**config.mk**
```make
export PLATFORM = sky130hd
export DESIGN_NAME = fdown_engine
export DESIGN_NICKNAME = d
export VERILOG_FILES = /design/src/rtl/fdown_engine.sv
export SDC_FILE = /design/constraint.sdc
export NUM_CORES = 1
export LEC_CHECK = 0
export ABC_AREA = 1
export CAP_MARGIN = 20
export CORE_MARGIN = 2
export CORE_UTILIZATION = 49
export CTS_CLUSTER_SIZE = 30
export DETAILED_ROUTE_END_ITERATION = 10
export PLACE_DENSITY = 0.81
export REMOVE_ABC_BUFFERS = 1
export SYNTH_ARGS = -nofsm -noshare
export SYNTH_HDL_FRONTEND = slang
export SYNTH_SLANG_ARGS = --single-unit
```
**constraint.sdc**
```tcl
create_clock -name clk -period 3.7 [get_ports clk]
set_input_delay 0.555 -clock clk [delete_from_list [all_inputs] [get_ports clk]]
set_output_delay 0.555 -clock clk [all_outputs]
set_load 0.03 [all_outputs]
```
**src/rtl/fdown_engine.sv**
```systemverilog
// Game-state engine for the falling-floors game: scrolling floors with random gaps,
// a steerable ball, score/high score, ramping speed and an IDLE/RUN/PAUSE/OVER FSM.
module fdown_engine #(
    parameter int          N_FLOORS      = 3,
    parameter int          W             = 10,
    parameter int          SCORE_W       = 20,
    parameter int          H_ACTIVE      = 640,
    parameter int          V_ACTIVE      = 480,
    parameter int          BALL_R        = 8,
    parameter int          BALL_SPEED    = 2,
    parameter int          FLOOR_SPACING = 200,
    parameter int          GAP_MIN       = 40,
    parameter int          SPEED_INIT    = 1,
    parameter int          SPEED_MAX     = 6,
    parameter int          SPEED_STEP    = 600,
    parameter logic [15:0] LFSR_SEED     = 16'hACE1
) (
    input  logic                  clk,
    input  logic                  rst,
    input  logic                  frame_tick,
    input  logic                  start_pulse,
    input  logic [1:0]            dir,
    output logic [W-1:0]          ball_x,
    output logic [W-1:0]          ball_y,
    output logic [N_FLOORS*W-1:0] floor_y,
    output logic [N_FLOORS*W-1:0] gap_x,
    output logic [N_FLOORS*W-1:0] gap_w,
    output logic [W-1:0]          speed,
    output logic [SCORE_W-1:0]    score,
    output logic [SCORE_W-1:0]    high_score,
    output logic [1:0]            state
);

    localparam int XW    = W + 1;
    localparam int CNT_W = (SPEED_STEP > 1) ? $clog2(SPEED_STEP + 1) : 1;

    localparam logic [XW-1:0] C_R     = XW'(BALL_R);
    localparam logic [XW-1:0] C_STEP  = XW'(BALL_SPEED);
    localparam logic [XW-1:0] C_H     = XW'(H_ACTIVE);
    localparam logic [XW-1:0] C_V     = XW'(V_ACTIVE);
    localparam logic [XW-1:0] C_THICK = XW'(4);

    typedef enum logic [1:0] {
        S_IDLE  = 2'd0,
        S_RUN   = 2'd1,
        S_PAUSE = 2'd2,
        S_OVER  = 2'd3
    } state_t;

    state_t             r_state, w_state_nxt;
    logic [15:0]        r_lfsr;
    logic [W-1:0]       r_bx, r_by, r_speed;
    logic [W-1:0]       r_fy [N_FLOORS];
    logic [W-1:0]       r_gx [N_FLOORS];
    logic [W-1:0]       r_gw [N_FLOORS];
    logic [CNT_W-1:0]   r_cnt;
    logic [SCORE_W-1:0] r_score, r_hs;

    logic               w_do_frame, w_reinit, w_over, w_recycle;
    logic               w_left_ok, w_right_ok, w_hit;
    logic [W-1:0]       w_hit_y, w_bx_nxt, w_by_nxt, w_speed_nxt;
    logic [CNT_W-1:0]   w_cnt_nxt;
    logic [SCORE_W-1:0] w_score_inc;
    logic [XW-1:0]      w_new_gx, w_new_gw;
    logic [W-1:0]       w_fy_nxt [N_FLOORS];
    logic [W-1:0]       w_gx_nxt [N_FLOORS];
    logic [W-1:0]       w_gw_nxt [N_FLOORS];

    function automatic logic [XW-1:0] ext(input logic [W-1:0] v);
        return {1'b0, v};
    endfunction

    function automatic logic [W-1:0] sub_clamp(input logic [XW-1:0] a, input logic [XW-1:0] b);
        logic [XW-1:0] d;
        d = a - b;
        return (a > b) ? d[W-1:0] : '0;
    endfunction

    function automatic logic [SCORE_W-1:0] sat_inc(input logic [SCORE_W-1:0] v);
        return (&v) ? v : v + SCORE_W'(1);
    endfunction

    assign w_over = ext(r_by) < ext(r_speed);

    always_ff @(posedge clk) begin
        if (rst) r_state <= S_IDLE;
        else     r_state <= w_state_nxt;
    end

    // A start press in the same cycle as a frame tick takes the transition and drops the frame.
    always_comb begin
        w_state_nxt = r_state;
        w_do_frame  = 1'b0;
        w_reinit    = 1'b0;
        case (r_state)
            S_IDLE:  if (start_pulse) w_state_nxt = S_RUN;
            S_RUN: begin
                if (start_pulse) begin
                    w_state_nxt = S_PAUSE;
                end else if (frame_tick) begin
                    w_do_frame = 1'b1;
                    if (w_over) w_state_nxt = S_OVER;
                end
            end
            S_PAUSE: if (start_pulse) w_state_nxt = S_RUN;
            S_OVER: begin
                if (start_pulse) begin
                    w_state_nxt = S_IDLE;
                    w_reinit    = 1'b1;
                end
            end
            default: w_state_nxt = S_IDLE;
        endcase
    end

    always_comb begin
        w_score_inc = sat_inc(r_score);
        w_cnt_nxt   = r_cnt + CNT_W'(1);
        w_speed_nxt = r_speed;
        if (w_cnt_nxt == CNT_W'(SPEED_STEP)) begin
            w_cnt_nxt = '0;
            if (ext(r_speed) < XW'(SPEED_MAX)) w_speed_nxt = r_speed + W'(1);
        end
    end

    // Floor scroll, or recycle the uppermost floor into a fresh random one at the bottom.
    always_comb begin
        w_recycle = ext(r_fy[0]) <= ext(r_speed);
        w_new_gw  = XW'(GAP_MIN) + XW'(r_lfsr[5:0]);
        w_new_gx  = XW'(r_lfsr[15:6]);
        if (w_new_gx + w_new_gw > C_H) w_new_gx = C_H - w_new_gw;
        for (int i = 0; i < N_FLOORS; i++) begin
            w_fy_nxt[i] = sub_clamp(ext(r_fy[i]), ext(r_speed));
            w_gx_nxt[i] = r_gx[i];
            w_gw_nxt[i] = r_gw[i];
        end
        if (w_recycle) begin
            for (int i = 0; i < N_FLOORS - 1; i++) begin
                w_fy_nxt[i] = sub_clamp(ext(r_fy[i+1]), ext(r_speed));
                w_gx_nxt[i] = r_gx[i+1];
                w_gw_nxt[i] = r_gw[i+1];
            end
            w_fy_nxt[N_FLOORS-1] = sub_clamp(ext(r_fy[N_FLOORS-1]) + XW'(FLOOR_SPACING), ext(r_speed));
            w_gx_nxt[N_FLOORS-1] = w_new_gx[W-1:0];
            w_gw_nxt[N_FLOORS-1] = w_new_gw[W-1:0];
        end
    end

    always_comb begin
        w_left_ok  = ext(r_bx) > (C_STEP + C_R);
        w_right_ok = (ext(r_bx) + C_R + C_STEP) < C_H;
        w_hit      = 1'b0;
        w_hit_y    = '0;
        for (int f = 0; f < N_FLOORS; f++) begin
            if ((ext(r_by) + C_R > ext(r_fy[f])) && (ext(r_by) < ext(r_fy[f]) + C_THICK + C_R)) begin
                if (ext(r_bx) < ext(r_gx[f]) + C_R + C_STEP) w_left_ok = 1'b0;
                if (ext(r_bx) + C_R + C_STEP > ext(r_gx[f]) + ext(r_gw[f])) w_right_ok = 1'b0;
            end
            // First (uppermost) floor under the ball that it cannot slip through carries it up.
            if (!w_hit && (ext(r_fy[f]) >= ext(r_by)) &&
                (ext(r_fy[f]) - ext(r_by) < C_R + ext(r_speed)) &&
                ((ext(r_bx) < ext(r_gx[f]) + C_R) || (ext(r_bx) + C_R > ext(r_gx[f]) + ext(r_gw[f])))) begin
                w_hit   = 1'b1;
                w_hit_y = sub_clamp(ext(r_fy[f]), ext(r_speed) + C_R);
            end
        end

        w_bx_nxt = r_bx;
        if (dir == 2'b10 && w_left_ok)       w_bx_nxt = r_bx - W'(BALL_SPEED);
        else if (dir == 2'b01 && w_right_ok) w_bx_nxt = r_bx + W'(BALL_SPEED);

        if (w_over)                        w_by_nxt = '0;
        else if (w_hit)                    w_by_nxt = w_hit_y;
        else if (ext(r_by) + C_R >= C_V)   w_by_nxt = W'(V_ACTIVE - BALL_R);
        else                               w_by_nxt = r_by + W'(BALL_SPEED);
    end

    always_ff @(posedge clk) begin
        if (rst) r_lfsr <= LFSR_SEED;
        else     r_lfsr <= {r_lfsr[14:0], r_lfsr[15] ^ r_lfsr[13] ^ r_lfsr[12] ^ r_lfsr[10]};
    end

    always_ff @(posedge clk) begin
        if (rst)                                                  r_hs <= '0;
        else if (w_do_frame && w_over && (w_score_inc > r_hs))    r_hs <= w_score_inc;
    end

    always_ff @(posedge clk) begin
        if (rst || w_reinit) begin
            r_bx    <= W'(120);
            r_by    <= W'(240);
            r_speed <= W'(SPEED_INIT);
            r_cnt   <= '0;
            r_score <= '0;
            for (int i = 0; i < N_FLOORS; i++) begin
                r_fy[i] <= W'(300 + i * FLOOR_SPACING);
                r_gx[i] <= W'(150 + 50 * i);
                r_gw[i] <= W'(GAP_MIN + 20 * i);
            end
        end else if (w_do_frame) begin
            r_bx    <= w_bx_nxt;
            r_by    <= w_by_nxt;
            r_speed <= w_speed_nxt;
            r_cnt   <= w_cnt_nxt;
            r_score <= w_score_inc;
            for (int i = 0; i < N_FLOORS; i++) begin
                r_fy[i] <= w_fy_nxt[i];
                r_gx[i] <= w_gx_nxt[i];
                r_gw[i] <= w_gw_nxt[i];
            end
        end
    end

    genvar g;
    for (g = 0; g < N_FLOORS; g++) begin : g_flat
        assign floor_y[g*W +: W] = r_fy[g];
        assign gap_x[g*W +: W]   = r_gx[g];
        assign gap_w[g*W +: W]   = r_gw[g];
    end

    assign ball_x     = r_bx;
    assign ball_y     = r_by;
    assign speed      = r_speed;
    assign score      = r_score;
    assign high_score = r_hs;
    assign state      = r_state;

endmodule

```
* Word level (Yosys, flattened, before mapping)
Memories as Yosys holds them, arrays and structs flattened.
Index checks and enable logic that the tools add are counted.
** Cells by class
- Add/subtract/negate cells :: 39
- $lt $le $gt $ge :: 39
- Equal/unequal tests :: 10
- Mux-type cells :: 61
- Bitwise logic cells :: 12
- Reduce and logical (&&, ||, !) cells :: 28
** Operators with widths (count)
- $mux W10 :: 26
- $lt A10 B11 Y1 :: 9
- $mux W30 :: 3
- $sub A10 B10 Y10 :: 7
- $add A10 B4 Y11 const B :: 6
- $gt A11 B11 Y1 :: 6
- $add A11 B2 Y11 const B :: 4
- $gt A11 B10 Y1 :: 4
- $add A10 B10 Y11 :: 3
- $add A10 B3 Y11 const B :: 3
- $add A11 B4 Y11 const B :: 3
- $gt A10 B11 Y1 :: 3
- $lt A11 B11 Y1 :: 3
- $sub A10 B10 Y11 :: 3
- $ge A10 B10 Y1 :: 3
- $gt A10 B10 Y1 :: 3
- $mux W1 :: 25
- $add A10 B1 Y10 const B :: 2
- $add A10 B2 Y10 const B :: 2
- $add A20 B1 Y20 const B :: 1
- $gt A20 B20 Y1 :: 1
- $mux W20 :: 1
- $reduce_and A20 Y1 :: 1
- $logic_and A1 B1 Y1 :: 15
- other kinds (30) :: 52
** Storage, ports and cells
- Register bits :: 98
- RAM bits :: 90
- Bits of input ports :: 6
- Output and inout bits :: 162
- Word-level logic and storage cells :: 200
- Memories kept :: 3
** Memory list
- r_fy :: words 3, width 10, read ports 3, clocked after Yosys merged registers in 0, write ports 3, line 53 : logic [W-1:0] r_fy [N_FLOORS];
- r_gw :: words 3, width 10, read ports 3, clocked after Yosys merged registers in 0, write ports 3, line 55 : logic [W-1:0] r_gw [N_FLOORS];
- r_gx :: words 3, width 10, read ports 3, clocked after Yosys merged registers in 0, write ports 3, line 54 : logic [W-1:0] r_gx [N_FLOORS];

* Logic depth before layout (Yosys ltp)
Gate-level depths: netlist (run 1).
An unclocked memory read counts as a cell.
- Depth in word-level cells :: 18
- Gate-level depth with buffers :: 33
- Mapped depth without buffers :: 33

* Worst setup path after synthesis (run 1)
Ideal clock, no wire load.
- Path type :: register to register
- From :: mem r_fy[0][2]
- To :: reg r_bx[9] (netlist: ball_x[9])
- Library setup time :: 0.068 ns
- Data arrival time :: 4.278 ns
- Required time :: 3.632 ns
- Path slack :: -0.646 ns
- Stages on the path, launching flop included :: 30
- Buffers on the path :: 0
- Clock period less this slack :: 4.346 ns
- Path through :: edfxtp_1 -> inv_1 -> ha_1 -> or2_2 -> nor2_2 -> nand3_1 -> xor2_1 -> ha_1 -> a21oi_1 -> nand3b_1 -> nand2_1 -> nor2_1 -> nand2_1 -> nor2_1 -> nand2_1 -> nand4_2 -> inv_1 -> ha_1 -> a21oi_1 -> o21ai_0 -> a21oi_1 -> nor2_1 -> nor2_1 -> nor2_1 -> o21a_1 -> nor2_1 -> nand3_1 -> nand2_1 -> nand3_2 -> a21oi_2
** RTL lines
- start, declared :: line 53
- end signal, assigned :: line 201 : r_bx <= w_bx_nxt;
- end, declared :: line 52 : logic [W-1:0] r_bx, r_by, r_speed;

==> results of run 1 <==
==> report_power, final <==
group	internal [mW]	switching (mW)	leakage (nW)	total, mW
clock network	0.921	1.01	0.298	1.93
logic	1.11	1.54	11.8	2.65
registers	2.11	0.0584	1.51	2.16
total	4.14	2.60	13.6	6.74
==> cell usage after synthesis (11+ instances only) <==
library cell	instances
ha_1	374
nor2_1	252
o22ai_1	21
nor4_1	13
inv_1	395
edfxtp_1	81
o211ai_1	14
nand2_1	501
clkbuf_1	20
nand3_1	147
xor2_1	154
nor3_1	53
or2_2	23
a21oi_1	234
nand4_1	55
o21bai_1	25
fa_1	11
dfxtp_1	97
xnor2_1	35
buf_4	45
o21ai_0	107
nand3b_1	16
==> metal layers <==
layer | wire length [um] | vias to the layer above | track usage
met1 | 31400 | 11000 | 0.440
met5 | 12 | - | 0
met3 | 7990 | 326 | 0.0612
met4 | 4420 | 2 | 0.163
li1 | - | 10700 | -
met2 | 35900 | 1303 | 0.567
==> registers in the layout, indices dropped and copies added (netlist names) <==
signal and count:
speed 10, r_gw 21, high_score 20, r_cnt 10
ball_y 10, ball_x 9, r_fy 30, r_lfsr 16
score 20, r_gx 30, state 2
==> what timing repair did <==
action / 4_1_cts / 5_1_grt
buffers inserted: 19 / 31
pin swaps: 36 / 88
resized for setup: 92 / 177
gates cloned: 1 / 1
setup endpoints to repair: 38 / 39
==> area by class of cell <==
| class | count | area [um^2] |
|---|---|---|
| multi-input combinational | 2170 | 15200 |
| fill | 3194 | 13100 |
| timing repair buffer | 672 | 5590 |
| sequential | 178 | 4400 |
| inverter | 398 | 1510 |
| tap | 532 | 666 |
| clock buffer | 17 | 425 |
| clock inverter | 15 | 185 |
==> worst paths after layout <==
kind	start	end	slack (ns)	cells after the start
max	r_gx[0][21]$_SDFFCE_PN1P_	ball_y[7]$_SDFFE_PP1P_	-0.74	23
min	r_lfsr[8]$_SDFF_PP0_	r_lfsr[9]$_SDFF_PP0_	0.49	2
min reg2reg	r_lfsr[8]$_SDFF_PP0_	r_lfsr[9]$_SDFF_PP0_	0.49	2
max reg2reg	r_gx[0][21]$_SDFFCE_PN1P_	ball_y[7]$_SDFFE_PP1P_	-0.74	23
==> worst max-delay path, stage by stage, from the launching register on <==
cell	delay (ns)
edfxtp_1	0.45
buf_4	0.19
fa_2	0.42
a21oi_2	0.18
o21bai_1	0.09
a21oi_1	0.16
o21bai_1	0.11
buf_4	0.13
buf_4	0.13
xor2_2	0.15
ha_1	0.34
nand2_1	0.12
o21ai_1	0.29
nand4_1	0.21
o311ai_2	0.14
nand2_1	0.20
nand2_2	0.14
nor2_4	0.05
buf_4	0.15
buf_6	0.12
o31ai_2	0.23
nand2_1	0.10
nand3_1	0.09
nand3_1	0.08
==> cell families after synthesis <==
family                     count (synthesis)  synth area share
AOI/OAI and AO/OA                        490             0.137
xor gates and xnor gates                 190            0.0815
adders and majority gates                385             0.239
buffers and inverters                    472            0.0953
DFF                                      178             0.213
other                                      1          0.000183
and+or+nand+nor                         1094             0.234
==> metrics by stage <==
step / setup TNS [ns] / util / total power, mW
floorplan: -175.17 / - / 3.61
CTS: -3.94 / 0.658 / 6.52
global placement: -4.17 / 0.631 / 4.46
finish: -10.30 / 0.681 / 6.74
global route: -17.17 / 0.681 / 7.03
detailed placement: -7.81 / 0.631 / 4.55
==> results.md, run 1 <==
* Outcome: finished with violations
* Failing checks: setup timing
* Vias in the first global route at 22700
* Antenna cells at 0
* Final Hold Fails at 0
* Total GRT Usage at 0.345
* Yosys warnings at 0
* CTS clk-pin slew, worst paths at around 0.080 ns
* Critical Path AT at 4.75 ns
* Core region area at 0.0411 mm^2
* Fin crit period at 4.44 ns
* CTS tree: done
* Routed Wire Length at 79.7 mm
* Critical Path RT at 4.01 ns
* # Max-Cap Violations at 0
* Slew at the pin with the worst max-slew slack at approximately 0.96 ns
* Non-filler cells, final at 3982
* DR iter-0 viols at 2365
* Max Fclk at ~230 MHz
* Final ANT Viol Nets at 0
* Post-synthesis async set-or-reset flop share at 0
* Share of layout cells above drive strength 1 at 0.232
* Starting Density at 0.499
* Grt ovf at 0
* Vias at 23300
* Main flop type after synthesis: dfxtp_1
* Final period util at 1.20
* Clock Sinks at 178
* RSZ-0062 raised after global routing: yes
* Synthesized cell area at 0.0205 mm^2
* Clock Latency Late Sink at roughly 0.47 ns
* Placed cells at ~4000
* I/O pins at roughly 170
* Chip height at 209 um
* Avg WL per Cell at 20.0 um
* Relative slew slack at 0.359
* Pre-CTS setup slack at -0.866 ns
* Top cell type's share of synthesized area at 0.228
* Most common cell after layout, fill and taps aside: buf_4
* PD cells at between 200 and 250 mW/mm^2
* Largest net degree at the start of global routing at 49
* Hold WC Path Type: reg2reg
* DRC Markers at 0
* Post-synthesis cell type count at 62
* Mapped Cells at 2810
* Routed vias/inst at about 6
* Synthesized area per cell at 7.30 um^2
* Root Buffer: clkbuf_16
* Final instance area at 0.0280 mm^2
* Hold WS at 0.487 ns
* Rows at 74
* Leakage at 13.6 nW
* Final nets at 3828
* Worst setup margin at -0.744 ns
* Placed inst area at 0.0260 mm^2
* CP Max Fanout at 4
* Worst VDD drop at 355 uV
* TritonCTS buffer count at 17
* Hold_buf cts at 0
* Initial antenna violation count at 2
* Most frequent cells in the layout: buf_4 (490), nand2_1 (476), inv_1 (377)
* Initial DRT Pass Iterations at 6
* Post-synth EDFFs at 81
* CP Launch Type: flip-flop
* Synth Register Bits at ~180
* Area growth from synthesis to layout at 36.5%
* Global-route wire length before repair at 119 mm
* Max Clock Skew at around 0.016 ns
* H-tree depth at 4
* Final Setup Violations at 31
* CTS Buffer Depth at 2
* Die Area at 0.0435 mm^2
* Yosys top cell by area: ha_1
* Max-slew violations at 0
* Dominant cells by area after synthesis: ha_1 (23%), edfxtp_1 (12%), dfxtp_1 (9.5%), nand2_1 (9.2%), inv_1 (7.2%)
* Crit path capture type: flip-flop
* Register area share after synthesis at 0.213
* Hpwl dp at 61.6 mm
* Chip width at 209 um
* PortBufs at between 150 and 200
* CP Class: reg2reg
* RePlAce Congestion at 1.07
No activity file was read; power rests on OpenSTA's default activity.
==> run 2, diff against run 1 <==
--- a/config.mk
+++ b/config.mk
@@ -8,11 +8,12 @@
 export ABC_AREA = 1
 export CAP_MARGIN = 20
 export CORE_MARGIN = 2
-export CORE_UTILIZATION = 49
+export CORE_UTILIZATION = 45
 export CTS_CLUSTER_SIZE = 30
 export DETAILED_ROUTE_END_ITERATION = 10
-export PLACE_DENSITY = 0.81
+export PLACE_DENSITY = 0.76
 export REMOVE_ABC_BUFFERS = 1
+export SLEW_MARGIN = 20
 export SYNTH_ARGS = -nofsm -noshare
 export SYNTH_HDL_FRONTEND = slang
 export SYNTH_SLANG_ARGS = --single-unit
==> run 2 against run 1 <==
  * The flow still finishes with violations (setup timing)
  * Global-route usage down 4.7 points
  * Sequential share of layout area rose by 0.13 points
  * Flip-flop and latch count unchanged
  * Clock skew fell by 0.0039 ns
  * Hold slack got worse by 0.022 ns
  * Clock power up 6%
  * Count of clock-buffer cells in the layout up 5
  * Critical endpoint is now ball_x[8]$_SDFFE_PP0P_
  * Largest cell class unchanged
==> results.md, run 2 (same netlist as run 1, synthesis figures left out) <==
* Outcome: finished with violations (unchanged)
* Failing checks: setup timing (unchanged)
* Avg WL per Cell at 17.8 um (was 20.0 um)
* Clock Sinks at 178 (unchanged)
* Core region area at 0.0452 mm^2 (was 0.0411 mm^2)
* PortBufs at 157 (unchanged)
* Routed Wire Length at 72.1 mm (was 79.7 mm)
* Share of layout cells above drive strength 1 at 0.213 (was 0.232)
* CP Max Fanout at 5 (was 4)
* Grt ovf at 0 (unchanged)
* Vias in the first global route at 20800 (was 22700)
* Global-route wire length before repair at 110 mm (was 119 mm)
* RePlAce Congestion at 1.03 (was 1.07)
* Fin crit period at 4.26 ns (was 4.44 ns)
* Final period util at 1.15 (was 1.20)
* PD cells at 243 mW/mm^2 (was 241 mW/mm^2)
* Max-slew violations at 0 (unchanged)
* Initial antenna violation count at 0 (was 2)
* Total power at 6.72 mW (was 6.74 mW)
* CP Launch Type: flip-flop (unchanged)
* Utilization after layout at 0.613 (was 0.681)
* Crit path capture type: flip-flop (unchanged)
* DRC Markers at 0 (unchanged)
* Worst VDD drop at 371 uV (was 355 uV)
* CP dominant cell by count: nand2_1 (was buf_4)
* Final Hold Fails at 0 (unchanged)
* RSZ-0062 raised after global routing: yes (unchanged)
* Most common cell after layout, fill and taps aside: buf_4 (unchanged)
* Top flop regs: r_fy: 30 flops, r_gx: 30 flops, r_gw: 21 flops (unchanged)
* Hold_buf cts at 0 (unchanged)
* Vias at 21900 (was 23300)
* Placed inst area at 0.0260 mm^2 (about the same)
* Area growth from synthesis to layout at 35.1% (was 36.5%)
* CP Class: reg2reg (unchanged)
* Fillers at 3882 (was 3194)
* Critical-path top delay cell: edfxtp_1 (unchanged)
* Antenna cells at 0 (unchanged)
* Final ANT Viol Nets at 0 (unchanged)
* CTS clk-pin slew, worst paths at 0.07 ns (was 0.08 ns)
* H-tree depth at 4 (unchanged)
* Relative slew slack at 0.376 (was 0.359)
* Final instance area at 0.0277 mm^2 (was 0.0280 mm^2)
* Starting Density at 0.454 (was 0.499)
* Root Buffer: clkbuf_16 (unchanged)
* CTS tree: done (unchanged)
* DR iter-0 viols at 1808 (was 2365)
* Most frequent cells in the layout: buf_4 (497), nand2_1 (481), inv_1 (386) (was buf_4 (490), nand2_1 (476), inv_1 (377))
* Worst setup margin at -0.564 ns (was -0.744 ns)
* Initial DRT Pass Iterations at 6 (unchanged)
* Chip height at 217 um (was 209 um)
* Hpwl dp at 57.0 mm (was 61.6 mm)
* Chip width at 217 um (was 209 um)
* Routed vias/inst at 5.41 (was 5.85)
* I/O pins at 168 (unchanged)
* # Max-Cap Violations at 0 (unchanged)
* Leakage at 13.5 nW (was 13.6 nW)
* Final Setup Violations at 19 (was 31)
* TritonCTS buffer count at 17 (unchanged)
* Max Clock Skew at 0.0122 ns (was 0.0161 ns)
* Slew at the pin with the worst max-slew slack at 0.928 ns (was 0.959 ns)
* Die Area at 0.0473 mm^2 (was 0.0435 mm^2)
* Clock Latency Late Sink at 0.48 ns (was 0.47 ns)
* Total GRT Usage at 0.298 (was 0.345)
* Rows at 78 (was 74)
* Max Fclk at 235 MHz (was 225 MHz)
* CTS Buffer Depth at 2 (unchanged)
* Largest stage delay, worst path at 0.52 ns (was 0.45 ns)
* Critical Path RT at 4.06 ns (was 4.01 ns)
* Pre-CTS setup slack at -0.590 ns (was -0.866 ns)
* Critical Path AT at 4.63 ns (was 4.75 ns)
* Hold WC Path Type: reg2reg (unchanged)
* Largest net degree at the start of global routing at 57 (was 49)
* Final nets at 3823 (was 3828)
run 2: cell types whose count changed in the layout (fill, tap and decap cells not counted), moves of 7 or more:
cell	change
nand2_2	-9
ha_4	-7
nor2_2	-8
buf_4	+7
nor2_1	+9
o21ai_0	+9
buf_6	-11
inv_1	+9
run 2: path summary, 6_finish.rpt:
path,end,cells after the start,start,slack (ns)
worst max-delay path,ball_x[8]$_SDFFE_PP0P_,30,r_gx[0][13]$_SDFFCE_PN1P_,-0.56
worst min-delay path,r_lfsr[9]$_SDFF_PP0_,2,r_lfsr[8]$_SDFF_PP0_,0.46
worst max register to register,ball_x[8]$_SDFFE_PP0P_,30,r_gx[0][13]$_SDFFCE_PN1P_,-0.56
worst min register to register,r_lfsr[9]$_SDFF_PP0_,2,r_lfsr[8]$_SDFF_PP0_,0.46
run 2: final cells by class:
type / count / area [um^2] / share of cell area
inverters: 398 / 1500 / 0.0541
repair buffers: 668 / 5520 / 0.199
clock buffers: 22 / 490 / 0.0177
clock inverters: 10 / 138 / 0.00497
flip-flops and latches: 178 / 4390 / 0.158
multi-input cells: 2169 / 14900 / 0.539
well taps: 600 / 751 / 0.0271
run 2: per-stage QoR:
stage	instances	hold slack, ns	setup TNS, ns
final	4045	0.465	-5.48
after global routing	4045	0.492	-10.89
after CTS	4021	0.459	-2.48
after detailed placement	3974	0.448	-6.07
after global placement	3974	0.448	-5.01
after floorplan	2745	0.420	-175.17
run 2: worst max-delay path: cells and delay by family (launching register included):
| kind | cells | cell delay [ns] |
|---|---|---|
| buf+inv | 2 | 0.16 |
| compound gates | 5 | 0.65 |
| xor+xnor | 3 | 0.54 |
| fa+ha+maj | 3 | 0.79 |
| flops | 1 | 0.52 |
| simple gates | 17 | 1.50 |
run 2: timing repair:
action	in CTS	in global routing
endpoints found under the setup margin	38	68
gates cloned	0	1
setup buffers	15	25
pin swaps	35	70
resized for setup	72	111
run 2: layer usage:
metal | wire length [um] | global-route usage
met1 | 30400 | 0.385
met2 | 32400 | 0.482
met5 | 0 | 0
met4 | 3380 | 0.139
met3 | 5900 | 0.0526
run 2: report_power, final:
part / internal, mW / leakage [nW] / switching (mW)
registers: 2.11 / 1.51 / 0.0599
clock network: 1.11 / 0.309 / 0.929
logic: 1.08 / 11.7 / 1.44
==> run 3, diff against run 2 <==
--- a/config.mk
+++ b/config.mk
@@ -7,9 +7,8 @@
 export LEC_CHECK = 0
 export ABC_AREA = 1
 export CAP_MARGIN = 20
-export CORE_MARGIN = 2
+export CORE_MARGIN = 3
 export CORE_UTILIZATION = 45
-export CTS_CLUSTER_SIZE = 30
 export DETAILED_ROUTE_END_ITERATION = 10
 export PLACE_DENSITY = 0.76
 export REMOVE_ABC_BUFFERS = 1
==> run 3 against run 2 <==
  * Utilization up 0.86 points
  * Combinational power up 3%
  * Non-clock buffer count down 13
  * The flow still finishes with violations (setup timing)
  * Final cell count down 0.52%
  * Die area up 1.8%
  * Sequential power about the same
  * Total power down 1.0%
  * Register-to-register slack better by 0.09 ns
  * Clock skew up 0.0037 ns
==> results.md, run 3 (same netlist as run 1, synthesis figures left out) <==
* Slew at the pin with the worst max-slew slack at 0.805 ns (was 0.928 ns)
* I/O pins at 168 (unchanged)
* CP Max Fanout at 5 (unchanged)
* Critical Path AT at 4.58 ns (was 4.63 ns)
* Outcome: finished with violations (unchanged)
* DRC Markers at 0 (unchanged)
* Starting Density at 0.460 (was 0.454)
* RSZ-0062 raised after global routing: yes (unchanged)
* Grt ovf at 0 (unchanged)
* Initial DRT Pass Iterations at 8 (was 6)
* Antenna cells at 0 (unchanged)
* Final Hold Fails at 0 (unchanged)
* CTS Buffer Depth at 2 (unchanged)
* CP dominant cell by count: nand2_1 (unchanged)
* Final nets at 3810 (was 3823)
* Vias at 22200 (was 21900)
* Final period util at 1.13 (was 1.15)
* Max Clock Skew at 0.0159 ns (was 0.0122 ns)
* Final ANT Viol Nets at 0 (unchanged)
* DR iter-0 viols at 1975 (was 1808)
* Crit path capture type: flip-flop (unchanged)
* Avg WL per Cell at 18.4 um (was 17.8 um)
* Failing checks: setup timing (unchanged)
* Clock Latency Late Sink at 0.47 ns (was 0.48 ns)
* Hold path startpoint: high_score[3]$_SDFFE_PP0P_ (was r_lfsr[8]$_SDFF_PP0_)
* Hold WS at 0.472 ns (was 0.465 ns)
* Placed cells at 3943 (was 3974)
* RR Startpoint: r_gx[0][13]$_SDFFCE_PN1P_ (unchanged)
* Hold WC Path Type: reg2reg (unchanged)
* Chip width at 219 um (was 217 um)
* Leakage at 13.5 nW (about the same)
* Critical Path RT at 4.11 ns (was 4.06 ns)
* Max Fclk at 240 MHz (was 235 MHz)
* Core region area at 0.0446 mm^2 (was 0.0452 mm^2)
* Initial antenna violation count at 0 (unchanged)
* CTS clk-pin slew, worst paths at 0.08 ns (was 0.07 ns)
* Routed vias/inst at 5.51 (was 5.41)
* Clock Sinks at 178 (unchanged)
* Worst VDD drop at 388 uV (was 371 uV)
* PortBufs at 157 (unchanged)
* Max-slew violations at 0 (unchanged)
* Chip height at 219 um (was 217 um)
* Routed Wire Length at 74.0 mm (was 72.1 mm)
* Root Buffer: clkbuf_16 (unchanged)
* Largest stage delay, worst path at 0.52 ns (about the same)
* RePlAce Congestion at 1.04 (was 1.03)
* Most frequent cells in the layout: buf_4 (484), nand2_1 (471), inv_1 (384) (was buf_4 (497), nand2_1 (481), inv_1 (386))
* Non-filler cells, final at 4024 (was 4045)
* Die Area at 0.0482 mm^2 (was 0.0473 mm^2)
* Hpwl dp at 57.7 mm (was 57.0 mm)
* Area growth from synthesis to layout at 35.3% (was 35.1%)
* Crit. Startpoint: r_gx[0][13]$_SDFFCE_PN1P_ (unchanged)
* H-tree depth at 4 (unchanged)
* Rows at 77 (was 78)
* Largest net degree at the start of global routing at 47 (was 57)
* CTS tree: done (unchanged)
* Fillers at 3752 (was 3882)
* CP Launch Type: flip-flop (unchanged)
* Multi-input combinational cell area at 0.0151 mm^2 (was 0.0149 mm^2)
* Utilization after layout at 0.622 (was 0.613)
* Fin crit period at 4.17 ns (was 4.26 ns)
* Worst setup margin at -0.470 ns (was -0.564 ns)
* Final Setup Violations at 19 (unchanged)
* Register area at 0.00439 mm^2 (about the same)
* Top flop regs: r_fy: 30 flops, r_gx: 30 flops, r_gw: 21 flops (unchanged)
* Most common cell after layout, fill and taps aside: buf_4 (unchanged)
* TritonCTS buffer count at 17 (unchanged)
* Critical-path top delay cell: edfxtp_1 (unchanged)
* PD cells at 240 mW/mm^2 (was 243 mW/mm^2)
* Relative slew slack at 0.463 (was 0.376)
* # Max-Cap Violations at 0 (unchanged)
* Share of layout cells above drive strength 1 at 0.221 (was 0.213)
* Total power at 6.66 mW (was 6.72 mW)
* Global-route wire length before repair at 112 mm (was 110 mm)
* Total GRT Usage at 0.297 (was 0.298)
* CP Class: reg2reg (unchanged)
* Vias in the first global route at 21200 (was 20800)
run 3: metal layers:
metal,global-route usage,wire length [um],up-vias
met5,0,0,-
met4,0.107,2850,0
met3,0.0563,6770,230
met2,0.498,34100,1003
met1,0.380,30200,10300
li1,-,-,10700
run 3: cell type report:
class,count,share of cell area
inverters,398,0.0540
clock buffers,19,0.0164
multi-input cells,2169,0.545
flip-flops and latches,178,0.158
well taps,592,0.0267
clock inverters,13,0.00492
repair buffers,655,0.194
run 3: timing repair:
| action | in CTS | in global routing |
|---|---|---|
| setup endpoints to repair | 34 | 40 |
| cloned | 0 | 1 |
| pin swaps | 52 | 40 |
| resized for setup | 114 | 114 |
| setup buffers | 32 | 19 |
| hold buffers | 0 | 0 |
run 3: worst max-delay path, delay by kind of cell (launching register included):
| kind | cells | cell delay (ns) |
|---|---|---|
| AND/OR/NAND/NOR | 16 | 1.31 |
| flip-flops | 1 | 0.52 |
| XOR/XNOR | 2 | 0.31 |
| AO/OA/AOI/OAI | 7 | 0.96 |
| buffers and inverters | 2 | 0.25 |
| adder cells (fa/ha/maj) | 3 | 0.78 |
run 3: report_power, final:
part	total (mW)	internal, mW	switching [mW]
Combinational	2.59	1.09	1.50
Clock	1.89	0.938	0.956
Sequential	2.17	2.11	0.0616
run 3: metrics by stage:
| stage | instance area [um^2] | worst slack (ns) | setup TNS (ns) |
|---|---|---|---|
| floorplan | 20100 | -2.28 | -175.17 |
| detailed placement | 25800 | -0.596 | -5.86 |
| global route | 27700 | -0.794 | -13.10 |
| finish | 27700 | -0.470 | -6.62 |
| global placement | 25800 | -0.510 | -3.98 |
| CTS | 27200 | -0.280 | -2.31 |
run 3: final timing paths:
kind	end	slack, ns	cells after the start
max	ball_x[9]$_SDFFE_PP0P_	-0.47	30
min	high_score[3]$_SDFFE_PP0P_	0.47	2
max reg2reg	ball_x[9]$_SDFFE_PP0P_	-0.47	30
min reg2reg	high_score[3]$_SDFFE_PP0P_	0.47	2
